==> config.mk <==
export PLATFORM = sky130hd
export DESIGN_NAME = stream_rate_limiter
export DESIGN_NICKNAME = d
export VERILOG_FILES = /design/src/rtl/stream_delay_pkg.sv /design/src/rtl/stream_rate_limiter.sv
export SDC_FILE = /design/constraint.sdc
export NUM_CORES = 1
export LEC_CHECK = 0
export BUFFER_PORTS_ARGS = -buffer_cell sky130_fd_sc_hd__buf_4
export CAP_MARGIN = 5
export CORE_AREA = 2 2 39 41
export CTS_CLUSTER_SIZE = 25
export DETAILED_ROUTE_END_ITERATION = 10
export DIE_AREA = 0 0 41 43
export GPL_TIMING_DRIVEN = 0
export PLACE_DENSITY_LB_ADDON = 0.1
export SLEW_MARGIN = 10
export SYNTH_ARGS = -nofsm -noshare
export SYNTH_HDL_FRONTEND = slang
export SYNTH_SLANG_ARGS = --single-unit
==> constraint.sdc <==
create_clock -name clk_i -period 1.9 [get_ports clk_i]
set_input_delay 0 -clock clk_i [delete_from_list [all_inputs] [get_ports clk_i]]
set_output_delay 0 -clock clk_i [all_outputs]
set_load 0.1 [all_outputs]
==> src/rtl/stream_delay_pkg.sv <==
`default_nettype none
// ============================================================================
// Package : stream_delay_pkg
// Shared rate-limiter configuration and token-count width helper.
// Rev     : 1.0
// ============================================================================
package stream_delay_pkg;

  typedef struct packed {
    int unsigned period;
    int unsigned tokens;
    int unsigned max_tokens;
  } rate_cfg_t;

  localparam rate_cfg_t DEFAULT_RATE_CFG = '{period: 16, tokens: 4, max_tokens: 8};

  // Bits needed to hold a token count in 0..max_tokens inclusive.
  function automatic int tok_width(input int max_tokens);
    return $clog2(max_tokens + 1);
  endfunction

endpackage
`default_nettype wire

==> src/rtl/stream_rate_limiter.sv <==
`default_nettype none
// ============================================================================
// Module : stream_rate_limiter
// Token-bucket rate limiter gating a zero-latency valid/ready stream.
// Rev    : 1.0
// ============================================================================
module stream_rate_limiter
  import stream_delay_pkg::*;
#(
  parameter type payload_t = logic,
  parameter int  Period    = 16,
  parameter int  Tokens    = 4,
  parameter int  MaxTokens = 8
) (
  input  logic                           clk_i,
  input  logic                           rst_i,
  input  logic                           en_i,
  input  payload_t                       payload_i,
  input  logic                           valid_i,
  output logic                           ready_o,
  output payload_t                       payload_o,
  output logic                           valid_o,
  input  logic                           ready_i,
  output logic [tok_width(MaxTokens)-1:0] tokens_o,
  output logic                           stall_o
);

  localparam int TOK_W = tok_width(MaxTokens);
  localparam int SUM_W = $clog2(MaxTokens + Tokens + 1);
  localparam int CNT_W = (Period > 1) ? $clog2(Period) : 1;

  localparam logic [CNT_W-1:0] CNT_LAST = CNT_W'(Period - 1);
  localparam logic [CNT_W-1:0] CNT_ONE  = CNT_W'(1);
  localparam logic [SUM_W-1:0] SUM_TOK  = SUM_W'(Tokens);
  localparam logic [SUM_W-1:0] SUM_MAX  = SUM_W'(MaxTokens);
  localparam logic [TOK_W-1:0] TOK_MAX  = TOK_W'(MaxTokens);

  if (Period < 1) begin : g_chk_period
    $fatal(1, "stream_rate_limiter: Period must be at least 1");
  end
  if (Tokens < 1) begin : g_chk_tokens
    $fatal(1, "stream_rate_limiter: Tokens must be at least 1");
  end
  if (MaxTokens < Tokens) begin : g_chk_max
    $fatal(1, "stream_rate_limiter: MaxTokens must be at least Tokens");
  end

  logic [CNT_W-1:0] cnt_q, cnt_d;
  logic [TOK_W-1:0] tokens_q, tokens_d;
  logic [SUM_W-1:0] sum;
  logic             pass;
  logic             refill;
  logic             consume;

  always_comb begin
    pass     = ~rst_i & (~en_i | (tokens_q != '0));
    refill   = (cnt_q == CNT_LAST);
    consume  = valid_i & ready_i & pass & en_i;
    cnt_d    = refill ? '0 : cnt_q + CNT_ONE;
    // Consume and refill combine before saturation, so a full bucket stays full.
    sum      = SUM_W'(tokens_q) - SUM_W'(consume) + (refill ? SUM_TOK : '0);
    tokens_d = (sum > SUM_MAX) ? TOK_MAX : sum[TOK_W-1:0];
  end

  always_ff @(posedge clk_i) begin
    if (rst_i) begin
      cnt_q    <= '0;
      tokens_q <= TOK_MAX;
    end else begin
      cnt_q    <= cnt_d;
      tokens_q <= tokens_d;
    end
  end

  assign payload_o = payload_i;
  assign valid_o   = valid_i & pass;
  assign ready_o   = ready_i & pass;
  assign tokens_o  = tokens_q;
  assign stall_o   = ~rst_i & en_i & valid_i & ready_i & (tokens_q == '0);

endmodule
`default_nettype wire

==> out/metrics.yaml, run 1 <==
holdCritPathClass: "in -> reg"
finalWorstSetupSlack_ns: -0.0249
p_sw_frac: 0.317
port_buffers: 12
vias: 380
p_clk_frac: 0.328
htreeDepth: 1
relSlewSlack: 0.639
fin_crit_sh: 1.01
period_minus_slack_ns: 1.92
p_per_area_nw_per_um2: 633
setup_viol: 1
synthAdderAreaFrac: 0.166
gp_congestion: 0.663
rsz0062_at_grt: "yes"
clockBufferDepth: 2
dp_hpwl_um: 731
worst_hold_slack_ns: -0.0584
grt_pass1_vias: 396
cp_max_fo: 4
seqPwrFrac: 0.422
async_flop_share: 0
grt-ovfl-total: 0
clock_skew_ns: 0.00573
ys_top_cells_by_area: "dfxtp_1, ha_1, nor3b_1"
worstPathRequired_ns: 2.04
synth_area_um2: 423
fp.coreArea_um2: 1380
cpPeakStageDelay_ns: 0.35
p_int_w: 0.000291
synth_mux_area_frac: 0
syn_nets: 52
synth_top_family_by_area: "simple AND/OR/NAND/NOR gates"
grt_pass1_wl_mm: 1.66
violations: "negative hold slack, negative setup slack"
fp-row-count: 14
power_leakage_nw: 0.278
max_cap_viol_count: 0
antenna_found_initial: 0
clkTransAtPathRegs_ns: 0.06
synth_compound_area_frac: 0.107
combPwrFrac: 0.250
synth_common_cells: "dfxtp_1, inv_1, ha_1, nor3b_1, a211oi_1"
fmax_ghz: 0.520
cp-end-kind: "register"
routed_wl_mm: 1.00
vias_per_cell: 4.87
worst_setup_path_start_kind: "register"
ant_nets: 0
arrival_ns: 2.07
dieArea_um2: 1760
synth_edf_count: 0
dr.pass1.iters: 2
clock-sinks: 8
synth-warning-count: 0
synth-simple-area-share: 0.180
final_nets: 74
seq_area_frac_synth: 0.379
grtUsageTotal: 0.148
hold_violations: 1
path_cells: "nor4_4 -> a211oi_2 -> ha_2 -> inv_2 -> ha_4 -> fa_2 -> xor3_2 -> or2_1"
synthFlopType: "dfxtp_1"
synth_area_leader_cell: "dfxtp_1"
ios: 14
irDropWorstVdd_mv: 0.290
cts_tree: "yes"
diodes: 0
drt_iter0_drc: 6
worst_pin_slew_ns: 0.541
drive_above_1_share: 0.645
yosys.cell_count.top_type: "dfxtp_1"
cts_made_buffers: 3
crit_type: "reg -> reg"
fin_util: 0.486
syn_area_per_cell_um2: 10.3
fillCellCount: 141
start_util: 0.306
postSynthCellCount: 41
status: "complete, but fails checks"
slew_viol_final: 0
drc_errors: 0
grt_max_degree: 11
synth_top_area_share: 0.379
synth_seq_cells: 8
p_switching_w: 0.000135
setup-tns-final_ns: -0.0249
yosysUniqueCellTypes: 19
syn_to_final_growth_pct: 59.2
die_w_um: 41
worstSkewPairLatency_ns: 0.25
cts-root-buf: "clkbuf_4"
die_h_um: 43
wl_per_cell_um: 12.8
synth_xor_area_frac: 0.0799
slowest_stage: "dfxtp_4"
-- metal layers --
layer,vias to the layer above,part of all wire,GRT usage
met1,186,0.37,0.148
li1,187,-,-
met5,-,0,0
met4,0,0,0.0800
met2,7,0.59,0.250
met3,0,0.039,0.0471
-- worst max-delay path: cells and delay by family, from the launching register on --
kind / cells / cell delay (ns)
adder cells (fa/ha/maj): 3 / 0.50
flip-flops: 1 / 0.35
XOR/XNOR: 1 / 0.29
AO/OA/AOI/OAI: 1 / 0.11
AND/OR/NAND/NOR: 2 / 0.51
buffers and inverters: 1 / 0.06
-- cells by family (layout without fill, tap and decap cells) --
| group | count (synthesis) | count (layout) |
|---|---|---|
| flip-flops | 8 | 8 |
| XOR/XNOR | 2 | 2 |
| AO/OA/AOI/OAI | 6 | 6 |
| buffers and inverters | 9 | 30 |
| adder cells (fa/ha/maj) | 5 | 5 |
| AND/OR/NAND/NOR | 11 | 11 |
-- registers in the layout (all words and copies together) (netlist names) --
signal    cells
cnt_q         4
tokens_o      4
-- power by group through the flow --
stage	Combinational [W]	Clock (W)	Sequential [W]
after floorplan	0.0000625	0	0.000194
after global placement	0.0000970	0	0.000181
after detailed placement	0.0000997	0	0.000182
after CTS	0.000105	0.000147	0.000180
after global routing	0.000113	0.000156	0.000181
final	0.000107	0.000139	0.000180
-- cell type report --
type / instances / area [um2] / share of cell area
flip-flops and latches: 8 / 178 / 0.264
inverters: 7 / 26.3 / 0.0390
clock buffers: 4 / 26.3 / 0.0390
repair buffers: 17 / 128 / 0.190
plain buffers: 2 / 11.3 / 0.0167
well taps: 16 / 20.0 / 0.0297
multi-input cells: 24 / 284 / 0.422
-- worst paths after layout --
check,from,depth (start not counted),slack [ns],end
setup / recovery,tokens_o[1]$_SDFF_PP0_,8,-0.02,tokens_o[3]$_SDFF_PP1_
hold / removal,rst_i,2,-0.06,tokens_o[3]$_SDFF_PP1_
setup reg to reg,tokens_o[1]$_SDFF_PP0_,8,-0.02,tokens_o[3]$_SDFF_PP1_
hold reg to reg,cnt_q[0]$_SDFF_PP0_,1,0.46,cnt_q[0]$_SDFF_PP0_
-- cells in the final DEF, fill, tap and decap left out, drive strengths merged --
cell,n
and3b,1
dfxtp,8
ha,4
nand3,2
nor2,1
or2,1
fa,1
a31oi,1
inv,7
a311oi,1
a21o,1
nor3b,4
nor3,1
xor3,1
clkbuf,5
buf,18
xnor2,1
nor4,1
a211oi,3
-- per-stage QoR --
| stage | worst slack [ns] | cell area, um2 | total power [W] | cells |
|---|---|---|---|---|
| after global placement | -0.162 | 584 | 0.000278 | 69 |
| after floorplan | -0.217 | 474 | 0.000257 | 41 |
| after detailed placement | -0.184 | 584 | 0.000282 | 69 |
| after CTS | -0.0380 | 658 | 0.000432 | 76 |
| final | -0.0249 | 673 | 0.000426 | 78 |
| after global routing | -0.128 | 673 | 0.000451 | 78 |
-- timing repair --
item / 4_1_cts / 5_1_grt
endpoints found under the hold margin: 1 / 1
buffers inserted: 3 / 2
gates resized for setup: 7 / 0
endpoints found under the setup margin: 4 / 4
pin swaps: 2 / 1
Note: power is estimated with default switching activity, not from simulation.
==> run 2, diff against run 1 <==
--- a/config.mk
+++ b/config.mk
@@ -8,6 +8,7 @@
 export BUFFER_PORTS_ARGS = -buffer_cell sky130_fd_sc_hd__buf_4
 export CAP_MARGIN = 5
 export CORE_AREA = 2 2 39 41
+export CTS_BUF_LIST = sky130_fd_sc_hd__clkbuf_2
 export CTS_CLUSTER_SIZE = 25
 export DETAILED_ROUTE_END_ITERATION = 10
 export DIE_AREA = 0 0 41 43
==> run 2 against run 1 <==
  * Maximum frequency fell by 0.10%
  * Sequential power about the same
  * Critical path depth unchanged
  * The flow still finishes with violations (negative hold slack, negative setup slack)
  * Highest routed layer is now met4
  * Register-to-register slack about the same
  * Die area unchanged
  * Combinational power about the same
  * Routed wire length fell by 2.6%
==> out/metrics.yaml, run 2 (same netlist as run 1, synthesis figures left out) <==
status: "complete, but fails checks"
violations: "negative hold slack, negative setup slack"
wl_per_cell_um: 12.5
reg2reg_depth: 8
antenna_found_initial: 0
syn_to_final_growth_pct: 60.1
max_cap_viol_count: 0
crit_type: "reg -> reg"
vias_per_cell: 4.81
layout_common_cells: "buf_4, inv_1, clkbuf_2, dfxtp_4, a211oi_2"
met1_usage: 0.155
slew_viol_final: 0
fin_util: 0.489
worstSkewPairLatency_ns: 0.25
worst_pin_slew_ns: 0.536
clock-sinks: 8
grtUsageTotal: 0.149
top_usage_layer: "met2"
cts_made_buffers: 3
worst_hold_slack_ns: -0.0638
gp_congestion: 0.663
relSlewSlack: 0.643
grtUsageMet3: 0.0471
hold_violations: 1
reg2reg_slack_ns: -0.03
final_nets: 74
diodes: 0
ant_nets: 0
fp-row-count: 14
drive_above_1_share: 0.661
setup-tns-final_ns: -0.0269
dp_hpwl_um: 731
irDropWorstVdd_mv: 0.286
vias: 375
finalWorstSetupSlack_ns: -0.0269
grt_pass1_wl_mm: 1.67
layout.cells.most_common: "buf_4"
holdCritPathClass: "in -> reg"
drc_errors: 0
clockBufferDepth: 2
rsz0062_at_grt: "yes"
period_minus_slack_ns: 1.93
worstPathRequired_ns: 2.05
cts_tree: "yes"
arrival_ns: 2.08
dp_cells: 69
dr.pass1.iters: 2
die_h_um: 43
met2_usage: 0.238
setup_viol: 1
fin_crit_sh: 1.01
die_w_um: 41
start_util: 0.306
grt_pass1_vias: 392
power_leakage_nw: 0.280
p_per_area_nw_per_um2: 603
grt_max_degree: 11
port_buffers: 12
cts-root-buf: "clkbuf_2"
drt_iter0_drc: 5
stdcell_count: 78
ios: 14
clkTransAtPathRegs_ns: 0.10
fmax_ghz: 0.519
whs_path_depth: 2
clock_skew_ns: 0.0174
regArea_um2: 178
routed_wl_um: 976
worst_setup_path_start_kind: "register"
dieArea_um2: 1760
fillCellCount: 146
fp.coreArea_um2: 1380
pre_cts_slack_ns: -0.184
multiInputGateArea_um2: 294
htreeDepth: 1
cp-end-kind: "register"
grt-ovfl-total: 0
cp_max_fo: 4
run 2: cell counts in the layout (fill, tap and decap cells not counted):
No cell type changed its count.
run 2: worst max-delay path, cell delays in order (launching register included):
cell and delay [ns]:
dfxtp_4 0.36, nor4_4 0.28, a211oi_2 0.11, ha_2 0.20, inv_2 0.06, ha_4 0.12, fa_2 0.18, xor3_2 0.29
or2_1 0.22
run 2: where the power goes:
| part | leakage (nW) | total [W] | internal, W | switching, W |
|---|---|---|---|---|
| Combinational | 0.196 | 0.000107 | 0.0000395 | 0.0000673 |
| Clock | 0.0166 | 0.000121 | 0.0000559 | 0.0000648 |
| Sequential | 0.0681 | 0.000181 | 0.000171 | 0.00000948 |
run 2: area by class of cell:
type                    count  share of cell area
plain buffers               2              0.0166
clock buffers               4              0.0296
inverters                   7              0.0388
multi-input cells          24               0.434
flip-flops and latches      8               0.262
well taps                  16              0.0296
repair buffers             17               0.189
run 2: path summary, 6_finish.rpt:
check	from	end
min reg2reg	cnt_q[0]$_SDFF_PP0_	cnt_q[0]$_SDFF_PP0_
max reg2reg	tokens_o[2]$_SDFF_PP0_	tokens_o[3]$_SDFF_PP1_
max	tokens_o[2]$_SDFF_PP0_	tokens_o[3]$_SDFF_PP1_
min	rst_i	tokens_o[3]$_SDFF_PP1_
run 2: layer usage:
layer	wire length, um	vias up
met4	28	0
met5	0	-
met1	358	178
met3	43	5
li1	-	184
met2	545	8
run 2: what timing repair did:
item | 4_1_cts | 5_1_grt
endpoints found under the hold margin | 1 | 1
resized for setup | 8 | 0
endpoints found under the setup margin | 4 | 4
pin swaps | 2 | 0
setup buffers | 5 | 0
run 2: stage by stage:
step / hold WS [ns] / power, W / cell area, um2
floorplan: 0.0992 / 0.000257 / 474
global placement: 0.202 / 0.000278 / 584
detailed placement: 0.203 / 0.000282 / 584
CTS: -0.0601 / 0.000411 / 677
global route: -0.0776 / 0.000431 / 677
finish: -0.0638 / 0.000408 / 677
